$ cat src/rtl/rsa_frame_tx_pkg.sv
// Shared constants and types for the RSA operand frame transmitter.
// Holds the operand width default, header byte, handshake timeout and FSM encoding.
package rsa_frame_tx_pkg;
    localparam int DEF_BITLEN = 256;
    localparam logic [7:0] DEF_HDR_BYTE = 8'h52;
    localparam int TIMEOUT_CYCLES = 16;
    localparam int TMO_W = $clog2(TIMEOUT_CYCLES);

    typedef enum logic [2:0] {
        ST_IDLE,
        ST_SEND,
        ST_WAIT_HI,
        ST_WAIT_LO,
        ST_DONE
    } tx_state_t;

    // Header byte plus three operands, counted in bytes.
    function automatic int frame_bytes(input int bitlen);
        return 1 + 3 * (bitlen / 8);
    endfunction
endpackage

$ cat src/rtl/rsa_frame_tx_shift.sv
// Frame shift register: parallel load, left shift by one byte, top byte exposed.
module frame_shift_reg #(
    parameter int WIDTH = 776
) (
    input  logic             clk,
    input  logic             rst,
    input  logic             load,
    input  logic             shift,
    input  logic [WIDTH-1:0] din,
    output logic [7:0]       top_byte
);
    logic [WIDTH-1:0] data_q;
    logic [WIDTH-1:0] data_d;

    always_comb begin
        data_d = data_q;
        if (load) begin
            data_d = din;
        end else if (shift) begin
            data_d = {data_q[WIDTH-9:0], 8'h00};
        end
    end

    always_ff @(posedge clk or posedge rst) begin
        if (rst) begin
            data_q <= '0;
        end else begin
            data_q <= data_d;
        end
    end

    assign top_byte = data_q[WIDTH-1 -: 8];
endmodule

$ cat src/rtl/rsa_frame_tx.sv
// Sends {HDR_BYTE, n, e, msg} MSB byte first over a transmit/is_transmitting UART handshake.
module rsa_frame_tx
    import rsa_frame_tx_pkg::*;
#(
    parameter int         BITLEN   = DEF_BITLEN,
    parameter logic [7:0] HDR_BYTE = DEF_HDR_BYTE
) (
    input  logic              clk,
    input  logic              rst,
    input  logic              start,
    input  logic [BITLEN-1:0] n,
    input  logic [BITLEN-1:0] e,
    input  logic [BITLEN-1:0] msg,
    input  logic              is_transmitting,
    output logic              transmit,
    output logic [7:0]        tx_byte,
    output logic              busy,
    output logic              done,
    output logic              tx_err
);
    localparam int NB    = frame_bytes(BITLEN);
    localparam int FW    = 8 * NB;
    localparam int CNT_W = $clog2(NB + 1);

    tx_state_t        state_q, state_d;
    logic [CNT_W-1:0] cnt_q, cnt_d;
    logic [TMO_W-1:0] tmo_q, tmo_d;
    logic             transmit_q, transmit_d;
    logic [7:0]       tx_byte_q, tx_byte_d;
    logic             busy_q, busy_d;
    logic             done_q, done_d;
    logic             tx_err_q, tx_err_d;
    logic             sr_load;
    logic             sr_shift;
    logic [7:0]       sr_top;

    frame_shift_reg #(.WIDTH(FW)) u_shift (
        .clk      (clk),
        .rst      (rst),
        .load     (sr_load),
        .shift    (sr_shift),
        .din      ({HDR_BYTE, n, e, msg}),
        .top_byte (sr_top)
    );

    always_comb begin
        state_d    = state_q;
        cnt_d      = cnt_q;
        tmo_d      = tmo_q;
        transmit_d = 1'b0;
        tx_byte_d  = tx_byte_q;
        busy_d     = busy_q;
        done_d     = 1'b0;
        tx_err_d   = tx_err_q;
        sr_load    = 1'b0;
        sr_shift   = 1'b0;
        case (state_q)
            ST_IDLE: begin
                if (start) begin
                    sr_load  = 1'b1;
                    busy_d   = 1'b1;
                    tx_err_d = 1'b0;
                    cnt_d    = CNT_W'(NB);
                    state_d  = ST_SEND;
                end
            end
            ST_SEND: begin
                if (!is_transmitting) begin
                    transmit_d = 1'b1;
                    tx_byte_d  = sr_top;
                    tmo_d      = '0;
                    state_d    = ST_WAIT_HI;
                end
            end
            ST_WAIT_HI: begin
                // A UART that never acknowledges must not stall the frame forever.
                if (is_transmitting) begin
                    state_d = ST_WAIT_LO;
                end else if (tmo_q == TMO_W'(TIMEOUT_CYCLES - 1)) begin
                    tx_err_d = 1'b1;
                    state_d  = ST_WAIT_LO;
                end else begin
                    tmo_d = tmo_q + 1'b1;
                end
            end
            ST_WAIT_LO: begin
                if (!is_transmitting) begin
                    sr_shift = 1'b1;
                    if (cnt_q != '0) begin
                        cnt_d = cnt_q - 1'b1;
                    end
                    if (cnt_q > CNT_W'(1)) begin
                        state_d = ST_SEND;
                    end else begin
                        done_d  = 1'b1;
                        busy_d  = 1'b0;
                        state_d = ST_DONE;
                    end
                end
            end
            ST_DONE: begin
                state_d = ST_IDLE;
            end
            default: begin
                state_d = ST_IDLE;
            end
        endcase
    end

    always_ff @(posedge clk or posedge rst) begin
        if (rst) begin
            state_q    <= ST_IDLE;
            cnt_q      <= '0;
            tmo_q      <= '0;
            transmit_q <= 1'b0;
            tx_byte_q  <= 8'h00;
            busy_q     <= 1'b0;
            done_q     <= 1'b0;
            tx_err_q   <= 1'b0;
        end else begin
            state_q    <= state_d;
            cnt_q      <= cnt_d;
            tmo_q      <= tmo_d;
            transmit_q <= transmit_d;
            tx_byte_q  <= tx_byte_d;
            busy_q     <= busy_d;
            done_q     <= done_d;
            tx_err_q   <= tx_err_d;
        end
    end

    assign transmit = transmit_q;
    assign tx_byte  = tx_byte_q;
    assign busy     = busy_q;
    assign done     = done_q;
    assign tx_err   = tx_err_q;
endmodule

$ cat config.mk
export PLATFORM = sky130hd
export DESIGN_NAME = rsa_frame_tx
export DESIGN_NICKNAME = d
export VERILOG_FILES = /design/src/rtl/rsa_frame_tx_pkg.sv /design/src/rtl/rsa_frame_tx_shift.sv /design/src/rtl/rsa_frame_tx.sv
export SDC_FILE = /design/constraint.sdc
export NUM_CORES = 2
export LEC_CHECK = 0
export ABC_AREA = 1
export CELL_PAD_IN_SITES_DETAIL_PLACEMENT = 0
export CELL_PAD_IN_SITES_GLOBAL_PLACEMENT = 1
export CORE_MARGIN = 2
export CORE_UTILIZATION = 41
export CTS_CLUSTER_SIZE = 25
export DETAILED_ROUTE_END_ITERATION = 10
export PLACE_DENSITY = 0.81
export SYNTH_ARGS = -nofsm -noshare
export SYNTH_HDL_FRONTEND = slang
export SYNTH_SLANG_ARGS = --single-unit
$ cat constraint.sdc
create_clock -name clk -period 42.4 [get_ports clk]
set_clock_uncertainty 0.1 [all_clocks]
set_input_delay 8.48 -clock clk [delete_from_list [all_inputs] [get_ports clk]]
set_output_delay 8.48 -clock clk [all_outputs]
set_load 0.01 [all_outputs]
==> flow_summary.json <==
{
  "p_leak_nw": 21.5,
  "wl_per_cell_um": 19.6,
  "critical_path.startpoint": "is_transmitting",
  "clkTransAtPathRegs_ps": 60,
  "synth_edf_count": 0,
  "crit_buf_inv": 5,
  "syn_area_um2": 37400,
  "ys.flop_type": "dfrtp_1",
  "dieArea_um2": 93700,
  "synth_nets": 5173,
  "setup_viol": 0,
  "final_layout_size_suffix_gt1_share_pct": 4.03,
  "critPathMaxStageDelay_ps": 850,
  "syn_area_per_cell_um2": 8.51,
  "cts-root-buf": "clkbuf_16",
  "outcome": "finished, final reports clean",
  "final-seq-area_um2": 20100,
  "postCtsSetupBuffers": 0,
  "antenna_found_initial": 74,
  "globalplace.congestion": 0.863,
  "cts_tree": "built",
  "period_needed_ps": 12980,
  "netlist.area_leader.share_pct": 53.6,
  "dr.pass1.iters": 5,
  "synth_area_leader_cell": "dfrtp_1",
  "synth_compound_area_share_pct": 23.9,
  "grt_overflow": 0,
  "cts-buffers-inserted": 90,
  "die_height_um": 306,
  "drtIter0Drc": 3098,
  "maxCapViolations": 0,
  "fin_total_pwr_mw": 3.36,
  "grt_pass1_wl_mm": 185,
  "worst_pin_slew_ps": 1140,
  "vias": 32411,
  "timing.final.ws_setup_ps": 29420,
  "final-hold-violation-count": 0,
  "insertion_delay_ps": 650,
  "ys_seq_area_share_pct": 53.6,
  "multi_input_area_um2": 13800,
  "row_count": 110,
  "num-nets-final": 5738,
  "synth_fa_ha_area_share_pct": 0.134,
  "critPathCaptureType": "flip-flop",
  "n_fill_cell": 8557,
  "chipWidth_um": 306,
  "fin_setup_tns_ps": 0,
  "slew_viol_final": 0,
  "yosysUniqueCellTypes": 24,
  "peakVddDrop_v": 0.0000449,
  "synth.ff_latch_count": 802,
  "hp-class": "reg -> reg",
  "muxShareOfSynthArea_pct": 0,
  "hp-start": "u_shift.data_q[771]",
  "num_io_pins": 784,
  "rsz0062_at_grt": "false",
  "viasPerCell": 5.18,
  "layout_worst_path_cycle_share_pct": 30.6,
  "cts_htree_levels": 3,
  "placedInstanceArea_um2": 45200,
  "max_slew_margin_pct": 23.9,
  "critPathKind": "in -> reg",
  "finish.instance_area_um2": 48200,
  "totalWireLength_mm": 123,
  "crit_chain": "clkdlybuf4s50_1 -> inv_1 -> nand2_4 -> nand2_8 -> buf_12 -> buf_4 -> buf_4 -> o211ai_1 -> o21ai_1",
  "start_kind": "input pin",
  "synth-xor-area-share_pct": 0.0468,
  "synth_simple_gate_area_share_pct": 12.7,
  "grt_pass1_vias": 31366,
  "cts_sinks": 802,
  "async_reset_ff_share_pct": 100,
  "clockBufferDepth": 3,
  "antenna_left": 0,
  "synth.area.top_cells": "dfrtp_1, nand2_1, o211ai_1",
  "fmax_ghz": 0.0770,
  "crit_top_cell": "buf_4",
  "portBuffers": 783,
  "synth_top_family_by_area": "compound AO/OA/AOI/OAI gates",
  "netlist_instances": 4397,
  "cpLargestDelayFamily": "buffers and inverters",
  "grt_max_degree": 252,
  "cts_hold_buf": 0,
  "start_util_pct": 41.4,
  "power_density_nw_per_um2": 69.8,
  "synthToLayoutAreaGrowth_pct": 28.9,
  "worstPathArrival_ps": 13440,
  "drc": 0,
  "coreArea_um2": 90300,
  "r2r_start": "state_q[1]",
  "path_max_fanout": 251,
  "grtUsageTotal_pct": 25.5,
  "cp_slowest_cell": "buf_4",
  "dp_cells": 6046,
  "post_cts_resized": 0,
  "ys.warnings.count": 0,
  "pre_cts_slack_ps": 28740,
  "dp_hpwl_mm": 83.9,
  "cp.required_ps": 42860,
  "stdcell_count": 6262
}
final cells by class:
type,instances,area share [%]
diodes,55,0.285
well taps,1176,3.05
clock inverters,20,0.446
inverters,449,3.52
clock buffers,141,5.59
multi-input cells,2804,28.6
repair buffers,815,16.9
flip-flops and latches,802,41.6
path summary, 6_finish.rpt:
| path | to | slack, ps | cells past startpoint |
|---|---|---|---|
| max | u_shift.data_q[426] | 29420 | 9 |
| min | u_shift.data_q[771] | 370 | 2 |
| max reg2reg | u_shift.data_q[426] | 37380 | 9 |
| min reg2reg | u_shift.data_q[771] | 370 | 2 |
| max in group asynchronous | u_shift.data_q[55] | 30700 | 5 |
| min in group asynchronous | u_shift.data_q[395] | 8280 | 2 |
registers in the layout (all words and copies together) (netlist names):
name and count:
transmit 1, done 1, state_q 3, tmo_q 4
u_shift.data_q 776, busy 1, cnt_q 7, tx_byte 8
tx_err 1
routing by layer:
metal	up-vias	track usage [%]	routed length [µm]
li1	15820	-	-
met1	15457	34.0	52600
met2	870	39.2	58500
met3	222	5.67	7340
met4	42	13.2	4070
met5	-	0	273
cell families after synthesis:
| family | Yosys count |
|---|---|
| flip-flops | 802 |
| adder cells (fa/ha/maj) | 4 |
| buffers and inverters | 791 |
| AO/OA/AOI/OAI | 1547 |
| XOR/XNOR | 2 |
| AND/OR/NAND/NOR | 1251 |
cell usage in the layout (no fill, tap or decap), types with 2 or more instances in the layout:
| master | Yosys | final |
|---|---|---|
| inv_8 | 0 | 2 |
| dfrtp_1 | 802 | 802 |
| clkbuf_1 | 144 | 28 |
| xor2_1 | 2 | 2 |
| o211ai_1 | 382 | 382 |
| o21ai_0 | 386 | 386 |
| o21ai_1 | 412 | 412 |
| a21oi_1 | 334 | 334 |
| clkbuf_16 | 0 | 92 |
| nor2_1 | 352 | 352 |
| nand4_1 | 3 | 3 |
| clkbuf_8 | 0 | 21 |
| inv_1 | 448 | 447 |
| diode_2 | 0 | 55 |
| nand2_1 | 873 | 872 |
| nor2_4 | 2 | 2 |
| clkinv_2 | 0 | 11 |
| inv_6 | 0 | 3 |
| ha_1 | 4 | 4 |
| o211ai_2 | 30 | 30 |
| nand3_1 | 15 | 15 |
| buf_4 | 33 | 25 |
| bufinv_16 | 0 | 3 |
| o22a_1 | 3 | 3 |
| clkdlybuf4s50_1 | 0 | 783 |
| buf_12 | 0 | 7 |
| nor3_1 | 3 | 3 |
power breakdown:
group / switching [mW] / internal (mW)
Combinational: 0.827 / 0.466
Clock: 0.326 / 0.454
Sequential: 0.148 / 1.14
Total: 1.30 / 2.06
synthesized netlist by cell type, types with 3 or more instances:
library cell    n
o211ai_2       30
nand2_1       873
nor3_1          3
o21ai_1       412
nand3_1        15
buf_6          51
o22a_1          3
ha_1            4
o21ai_0       386
o211ai_1      382
inv_1         448
buf_2          96
dfrtp_1       802
nor2_1        352
a21oi_1       334
nand4_1         3
clkbuf_1      144
buf_1          18
buf_4          33
per-stage QoR:
stage	hold WS [ps]	util (%)
final	370	53.4
after global routing	396	53.4
after CTS	373	53.3
after detailed placement	358	50.1
after global placement	355	50.1
after floorplan	342	-
tightest hold or removal path, cell delays in order (launching register included):
cell and delay (ps):
dfrtp_1 340, nand2_1 50, nand2_1 50
No activity file was read; power rests on OpenSTA's default activity.
